`config.mk`:
```
export PLATFORM = sky130hd
export DESIGN_NAME = uart_rx_flat
export DESIGN_NICKNAME = d
export VERILOG_FILES = /design/src/rtl/uart_pkg.sv /design/src/rtl/uart_rx_if.sv /design/src/rtl/uart_rx_chk.sv /design/src/rtl/uart_sync.sv /design/src/rtl/uart_rx.sv /design/src/flat_wrapper.sv
export SDC_FILE = /design/constraint.sdc
export NUM_CORES = 1
export LEC_CHECK = 0
export CORE_MARGIN = 2
export CORE_UTILIZATION = 50
export CTS_CLUSTER_DIAMETER = 120
export CTS_CLUSTER_SIZE = 20
export DETAILED_ROUTE_END_ITERATION = 6
export PLACE_DENSITY = 0.7
export SYNTH_ARGS = -nofsm -noshare
export SYNTH_HDL_FRONTEND = slang
export SYNTH_HIERARCHICAL = 1
export SYNTH_SLANG_ARGS = --single-unit
```
`constraint.sdc`:
```
create_clock -name uclk -period 2.49 [get_ports uclk]
set_clock_uncertainty 0.05 [all_clocks]
set_input_delay 0.747 -clock uclk [delete_from_list [all_inputs] [get_ports uclk]]
set_output_delay 0.747 -clock uclk [all_outputs]
set_load 0.01 [all_outputs]
```
`src/rtl/uart_pkg.sv`:
```
// Shared UART definitions: one-hot state encoding, default line parameters
// and the baud divisor helper used by both the transmitter and receiver.
package uart_pkg;

  localparam int FRE_DEF  = 50_000_000;
  localparam int BAUD_DEF = 115_200;

  localparam logic [5:0] ST_IDLE  = 6'b000001;
  localparam logic [5:0] ST_START = 6'b000010;
  localparam logic [5:0] ST_DATA  = 6'b000100;
  localparam logic [5:0] ST_STOP  = 6'b001000;
  localparam logic [5:0] ST_DONE  = 6'b010000;
  localparam logic [5:0] ST_ERR   = 6'b100000;

  typedef enum logic [5:0] {
    IDLE      = ST_IDLE,
    START_BIT = ST_START,
    DATA      = ST_DATA,
    STOP_BIT  = ST_STOP,
    DONE      = ST_DONE,
    ERR       = ST_ERR
  } uart_state_t;

  function automatic int bps_cnt(input int fre, input int baud);
    return fre / baud;
  endfunction

endpackage

```
`src/rtl/uart_rx_if.sv`:
```
// Receive-side UART bundle: serial line in, decoded byte and status strobes out.
interface uart_rx_if;
  logic       rxd;
  logic [7:0] rx_data;
  logic       rx_done;
  logic       rx_err;

  modport master (input rxd, output rx_data, output rx_done, output rx_err);
  modport slave  (output rxd, input rx_data, input rx_done, input rx_err);
endinterface

```
`src/rtl/uart_rx_chk.sv`:
```
// Protocol checks on the receiver status strobes.
module uart_rx_chk (
  input logic uclk,
  input logic rst_n,
  input logic rx_done,
  input logic rx_err
);

  a_done_single: assert property (@(posedge uclk) disable iff (!rst_n) rx_done |=> !rx_done);
  a_err_single:  assert property (@(posedge uclk) disable iff (!rst_n) rx_err |=> !rx_err);
  a_exclusive:   assert property (@(posedge uclk) disable iff (!rst_n) !(rx_done && rx_err));

  c_done: cover property (@(posedge uclk) disable iff (!rst_n) rx_done);
  c_err:  cover property (@(posedge uclk) disable iff (!rst_n) rx_err);
  c_excl: cover property (@(posedge uclk) disable iff (!rst_n) rx_done ##1 !rx_err);

endmodule

```
`src/rtl/uart_sync.sv`:
```
// Two-flop synchronizer plus one delay flop for an asynchronous input;
// provides the synchronized level and a falling-edge flag.
module uart_sync #(
  parameter logic RST_VAL = 1'b1
) (
  input  logic uclk,
  input  logic rst_n,
  input  logic din,
  output logic dout,
  output logic fall
);

  logic meta_r;
  logic sync_r;
  logic dly_r;

  // Synchronizer chain and edge-detect delay stage
  always_ff @(posedge uclk or negedge rst_n) begin
    if (!rst_n) begin
      meta_r <= RST_VAL;
      sync_r <= RST_VAL;
      dly_r  <= RST_VAL;
    end else begin
      meta_r <= din;
      sync_r <= meta_r;
      dly_r  <= sync_r;
    end
  end

  assign dout = sync_r;
  assign fall = dly_r & ~sync_r;

endmodule

```
`src/rtl/uart_rx.sv`:
```
// 8N1 UART receiver: mid-bit sampling, LSB-first assembly, one-cycle
// done/error strobes; a bad stop bit never disturbs the held byte.
module uart_rx
  import uart_pkg::*;
#(
  parameter int FRE  = FRE_DEF,
  parameter int BAUD = BAUD_DEF
) (
  input logic      uclk,
  input logic      rst_n,
  uart_rx_if.master rx
);

  localparam int         BPS_CNT   = bps_cnt(FRE, BAUD);
  localparam int         HALF      = BPS_CNT / 2;
  localparam logic [15:0] BPS_LAST  = 16'(BPS_CNT - 1);
  localparam logic [15:0] HALF_LAST = 16'(HALF - 1);

  logic        rxd_s;
  logic        fall_s;
  uart_state_t state_r;
  uart_state_t next_state_s;
  logic [15:0] clk_cnt_r;
  logic [3:0]  data_cnt_r;
  logic [7:0]  shift_r;
  logic [7:0]  rx_data_r;
  logic        rx_done_r;
  logic        rx_err_r;
  logic        bps_hit_s;
  logic        half_hit_s;
  logic        done_s;
  logic        err_s;

  uart_sync #(.RST_VAL(1'b1)) u_sync (
    .uclk  (uclk),
    .rst_n (rst_n),
    .din   (rx.rxd),
    .dout  (rxd_s),
    .fall  (fall_s)
  );

  assign bps_hit_s  = (clk_cnt_r == BPS_LAST);
  assign half_hit_s = (clk_cnt_r == HALF_LAST);
  assign done_s     = (state_r == STOP_BIT) && (next_state_s == DONE);
  assign err_s      = (state_r == STOP_BIT) && (next_state_s == ERR);

  // State register
  always_ff @(posedge uclk or negedge rst_n) begin
    if (!rst_n) begin
      state_r <= IDLE;
    end else begin
      state_r <= next_state_s;
    end
  end

  // Next-state decode; any non one-hot encoding falls back to IDLE
  always_comb begin
    next_state_s = state_r;
    case (state_r)
      IDLE: begin
        if (fall_s) next_state_s = START_BIT;
        else        next_state_s = IDLE;
      end
      START_BIT: begin
        if (half_hit_s) next_state_s = rxd_s ? IDLE : DATA;
        else            next_state_s = START_BIT;
      end
      DATA: begin
        if (bps_hit_s && (data_cnt_r == 4'd7)) next_state_s = STOP_BIT;
        else                                   next_state_s = DATA;
      end
      STOP_BIT: begin
        if (bps_hit_s) next_state_s = rxd_s ? DONE : ERR;
        else           next_state_s = STOP_BIT;
      end
      DONE: next_state_s = IDLE;
      ERR: begin
        if (rxd_s) next_state_s = IDLE;
        else       next_state_s = ERR;
      end
      default: next_state_s = IDLE;
    endcase
  end

  // Bit-period counter and data bit counter
  always_ff @(posedge uclk or negedge rst_n) begin
    if (!rst_n) begin
      clk_cnt_r  <= 16'd0;
      data_cnt_r <= 4'd0;
    end else begin
      if ((state_r == IDLE) || (next_state_s != state_r) || bps_hit_s) begin
        clk_cnt_r <= 16'd0;
      end else begin
        clk_cnt_r <= clk_cnt_r + 16'd1;
      end
      if (state_r != DATA) begin
        data_cnt_r <= 4'd0;
      end else if (bps_hit_s) begin
        data_cnt_r <= data_cnt_r + 4'd1;
      end else begin
        data_cnt_r <= data_cnt_r;
      end
    end
  end

  // LSB arrives first, so shift right and insert at the top
  always_ff @(posedge uclk or negedge rst_n) begin
    if (!rst_n) begin
      shift_r <= 8'h00;
    end else if ((state_r == DATA) && bps_hit_s) begin
      shift_r <= {rxd_s, shift_r[7:1]};
    end else begin
      shift_r <= shift_r;
    end
  end

  // Registered outputs, the byte only updates on a good stop bit
  always_ff @(posedge uclk or negedge rst_n) begin
    if (!rst_n) begin
      rx_data_r <= 8'h00;
      rx_done_r <= 1'b0;
      rx_err_r  <= 1'b0;
    end else begin
      rx_data_r <= done_s ? shift_r : rx_data_r;
      rx_done_r <= done_s;
      rx_err_r  <= err_s;
    end
  end

  assign rx.rx_data = rx_data_r;
  assign rx.rx_done = rx_done_r;
  assign rx.rx_err  = rx_err_r;

  uart_rx_chk u_chk (
    .uclk    (uclk),
    .rst_n   (rst_n),
    .rx_done (rx_done_r),
    .rx_err  (rx_err_r)
  );

endmodule

```
`src/flat_wrapper.sv`:
```
// flat-port wrapper written by rule: the top's interface ports become plain ports
module uart_rx_flat import uart_pkg::*;
#(
  parameter int FRE  = FRE_DEF,
  parameter int BAUD = BAUD_DEF
)
  (uclk, rst_n, rx_rxd, rx_rx_data, rx_rx_done, rx_rx_err);
  uart_rx_if rx_i ();
  input logic uclk;
  input logic rst_n;
  input wire logic [$bits(rx_i.rxd)-1:0] rx_rxd;
  output wire logic [$bits(rx_i.rx_data)-1:0] rx_rx_data;
  output wire logic [$bits(rx_i.rx_done)-1:0] rx_rx_done;
  output wire logic [$bits(rx_i.rx_err)-1:0] rx_rx_err;
  assign rx_i.rxd = rx_rxd;
  assign rx_rx_data = rx_i.rx_data;
  assign rx_rx_done = rx_i.rx_done;
  assign rx_rx_err = rx_i.rx_err;
  uart_rx #(.FRE(FRE), .BAUD(BAUD)) u_core (.uclk(uclk), .rst_n(rst_n), .rx(rx_i));
endmodule
```
==> reports/qor.yml <==
status: "complete, no violations"
leakage_nw: 1.115
sequentialPowerShare: 0.477
routedWlPerCell_um: 14.84
dpl_cell_area_um2: 2486
multi_input_comb_area_um2: 1052
diodes: 0
p_comb_frac: 0.193
clock_latency_ns: 0.29
dpl.hpwl_um: 2916
drv_slew: 0
relSlewSlack: 0.6158
wirelength_um: 4126
synth_nets: 214
syn_avg_cell_area_um2: 11.00
synth_compound_area_frac: 0.03846
power_w: 0.001762
cts-root-buf: "clkbuf_8"
die_y_um: 71.49
power_density_nw_per_um2: 675.7
critPathMaxFanout: 16
grt_pass1_wl_um: 7493
rows: 24
post_cts_buffers: 0
switching_share: 0.2802
synth_adder_area_share: 0.02198
period_share: 0.8846
timing.fmax_mhz: 454.0
cts_tree: "built"
drtIter0Drc: 73
synth_xor_area_frac: 0.06923
grt_start_max_net_pins: 48
first_global_vias: 1583
dp.cells: 270
layout.cells.non_filler: 278
die_area_um2: 5110
yosysUniqueCellTypes: 44
final_nets: 232
critPathLaunchType: "flop"
required_ns: 2.62
numCtsBuffers: 5
syn_inst: 207
pre_cts_ws_ns: 0.2990
cp.arrival_ns: 2.33
synth_async_sr_flop_share: 1.000
portBuffers: 12
cts.sinks: 47
ant_nets: 0
clockBufferDepth: 2
vdd_drop_max_mv: 0.3237
end_kind: "flop"
p_sw_w: 0.0004936
yosys_register_bits: 47
core_area_um2: 4384
final.fill_count: 361
dr_total_vias: 1561
cts.htree.levels: 2
area_growth_pct: 14.51
antenna_found_initial: 0
grt_use_total: 0.1833
ctsResizeCount: 0
synth-edff-count: 0
min_period_ns: 2.203
routed_via_density: 5.615
clkSlewWorstSetupHoldPaths_ns: 0.09
fin_setup_tns_ns: 0
gr-total-overflow: 0
clockPowerShare: 0.330
crit_type: "flop to flop"
hold_viol: 0
maxCapViolCount: 0
dieWidth_um: 71.49
synth_top_family_by_area: "simple AND/OR/NAND/NOR gates"
place_congestion: 0.7700
drcViolationCount: 0
first_pass_iters: 4
drive_gt1_frac: 0.1903
yosysWarnings: 6
start_util: 0.5194
ios: 13
finalSetupViolCount: 0
synthSimpleGateAreaFrac: 0.2489
synth.cell_area_um2: 2277
synthFlopType: "dfrtp_1"
ys_seq_area_frac: 0.5187
min_path_type: "flop to flop"
regArea_um2: 1181
synthMuxAreaShare: 0.08352
tightest_slew_ns: 0.5763
post-route-worst-setup-slack_ns: 0.2872
rsz0062_at_grt: "false"
final_area_um2: 2608
cts_hold_buf: 0
internal_power_w: 0.001268
==> cell type report <==
type	count	share of cell area
multi-input combinational	149	0.4036
inverter	4	0.005758
clock inverter	2	0.01488
sequential	47	0.4530
tap	52	0.02495
clock buffer	6	0.03167
timing repair buffer	18	0.06622
==> flip-flops by register name, summed over array words and instances (netlist names) <==
signal	flops
u_core/clk_cnt_r	16
u_core/state_r	6
u_core/shift_r	8
u_core/u_sync/meta_r	1
u_core/rx.rx_data	8
u_core/data_cnt_r	4
u_core/rx.rx_err	1
u_core/u_sync/dly_r	1
u_core/rx.rx_done	1
u_core/u_sync/dout	1
==> cells in the mapped netlist, drive strengths merged, types with 2 or more instances <==
cell	n	share of area
a21oi	4	0.010
and4	2	0.0077
buf	3	0.0060
clkbuf	4	0.0066
dfrtp	43	0.47
dfstp	4	0.046
ha	4	0.022
inv	4	0.0066
mux2	16	0.079
nand2	15	0.025
nand2b	2	0.0055
nand3	8	0.023
nand3b	3	0.0099
nand4	4	0.011
nand4b	3	0.012
nor2	19	0.031
nor2b	4	0.014
nor3	21	0.046
nor3b	2	0.0066
nor4	4	0.020
nor4b	2	0.0077
o21ai	2	0.0044
or4	4	0.015
xnor2	6	0.023
xor2	12	0.046
==> power groups by stage <==
stage / sequential, W / combinational [W] / clock, W
detailed placement: 0.000856 / 0.000342 / 0
finish: 0.000841 / 0.000340 / 0.000581
global route: 0.000847 / 0.000374 / 0.000634
CTS: 0.000840 / 0.000341 / 0.000603
global placement: 0.000855 / 0.000331 / 0
floorplan: 0.000829 / 0.000225 / 0
==> worst paths after layout <==
kind	startpoint	endpoint	slack, ns	depth (start not counted)
min in group asynchronous	rst_n	u_core/clk_cnt_r[6]	0.48	2
max in group asynchronous	rst_n	u_core/state_r[0]	1.51	2
worst min register to register	u_core/u_sync/meta_r	u_core/u_sync/dout	0.31	0
worst max-delay path	u_core/clk_cnt_r[13]	u_core/clk_cnt_r[12]	0.29	6
worst max register to register	u_core/clk_cnt_r[13]	u_core/clk_cnt_r[12]	0.29	6
worst min-delay path	u_core/u_sync/meta_r	u_core/u_sync/dout	0.31	0
==> cell families after synthesis <==
family | count (synthesis)
buffers and inverters | 11
XOR/XNOR | 18
AO/OA/AOI/OAI | 13
multiplexers | 17
adder cells (fa/ha/maj) | 4
flip-flops | 47
AND/OR/NAND/NOR | 97
==> worst max-delay path, stage by stage (launching register included) <==
cell,delay (ns)
dfrtp_1,0.41
or4_1,0.63
nor4_1,0.43
nand2_1,0.12
a21oi_2,0.20
buf_12,0.16
nor3_1,0.06
==> per-layer routing <==
metal | vias to the layer above | wire (um) | global-route usage
li1 | 771 | - | -
met1 | 767 | 2056 | 0.2567
met2 | 17 | 1905 | 0.2912
met3 | 6 | 111 | 0.04219
met4 | 0 | 53 | 0.04612
met5 | - | 0 | 0
==> per-stage QoR <==
step / hold slack [ns] / utilization
2_1_floorplan: 0.2952 / -
3_3_place_gp: 0.2956 / 0.5671
3_5_place_dp: 0.2968 / 0.5671
4_1_cts: 0.3138 / 0.5947
5_1_grt: 0.3212 / 0.5947
6_report: 0.3117 / 0.5947
==> cells in the final DEF, fill, tap and decap left out, types with 2 or more instances in the layout <==
| cell | Yosys | routed |
|---|---|---|
| nand2_1 | 15 | 15 |
| nor4b_1 | 2 | 2 |
| nor2b_1 | 3 | 3 |
| clkdlybuf4s50_1 | 0 | 11 |
| o21ai_0 | 2 | 2 |
| or4_1 | 3 | 3 |
| mux2_2 | 16 | 16 |
| and4_1 | 2 | 2 |
| ha_1 | 4 | 4 |
| nor3_1 | 21 | 21 |
| xor2_1 | 12 | 12 |
| nor4_1 | 2 | 2 |
| dfrtp_1 | 43 | 43 |
| nand3b_1 | 3 | 3 |
| dfstp_2 | 4 | 4 |
| nor2_1 | 19 | 19 |
| buf_4 | 0 | 5 |
| nand4_1 | 4 | 4 |
| nand4b_1 | 3 | 3 |
| clkbuf_8 | 0 | 6 |
| nand2b_1 | 2 | 2 |
| nand3_1 | 7 | 7 |
| inv_1 | 4 | 4 |
| nor3b_1 | 2 | 2 |
| xnor2_1 | 6 | 6 |
| a21oi_1 | 3 | 3 |
No activity file was read; power rests on OpenSTA's default activity.
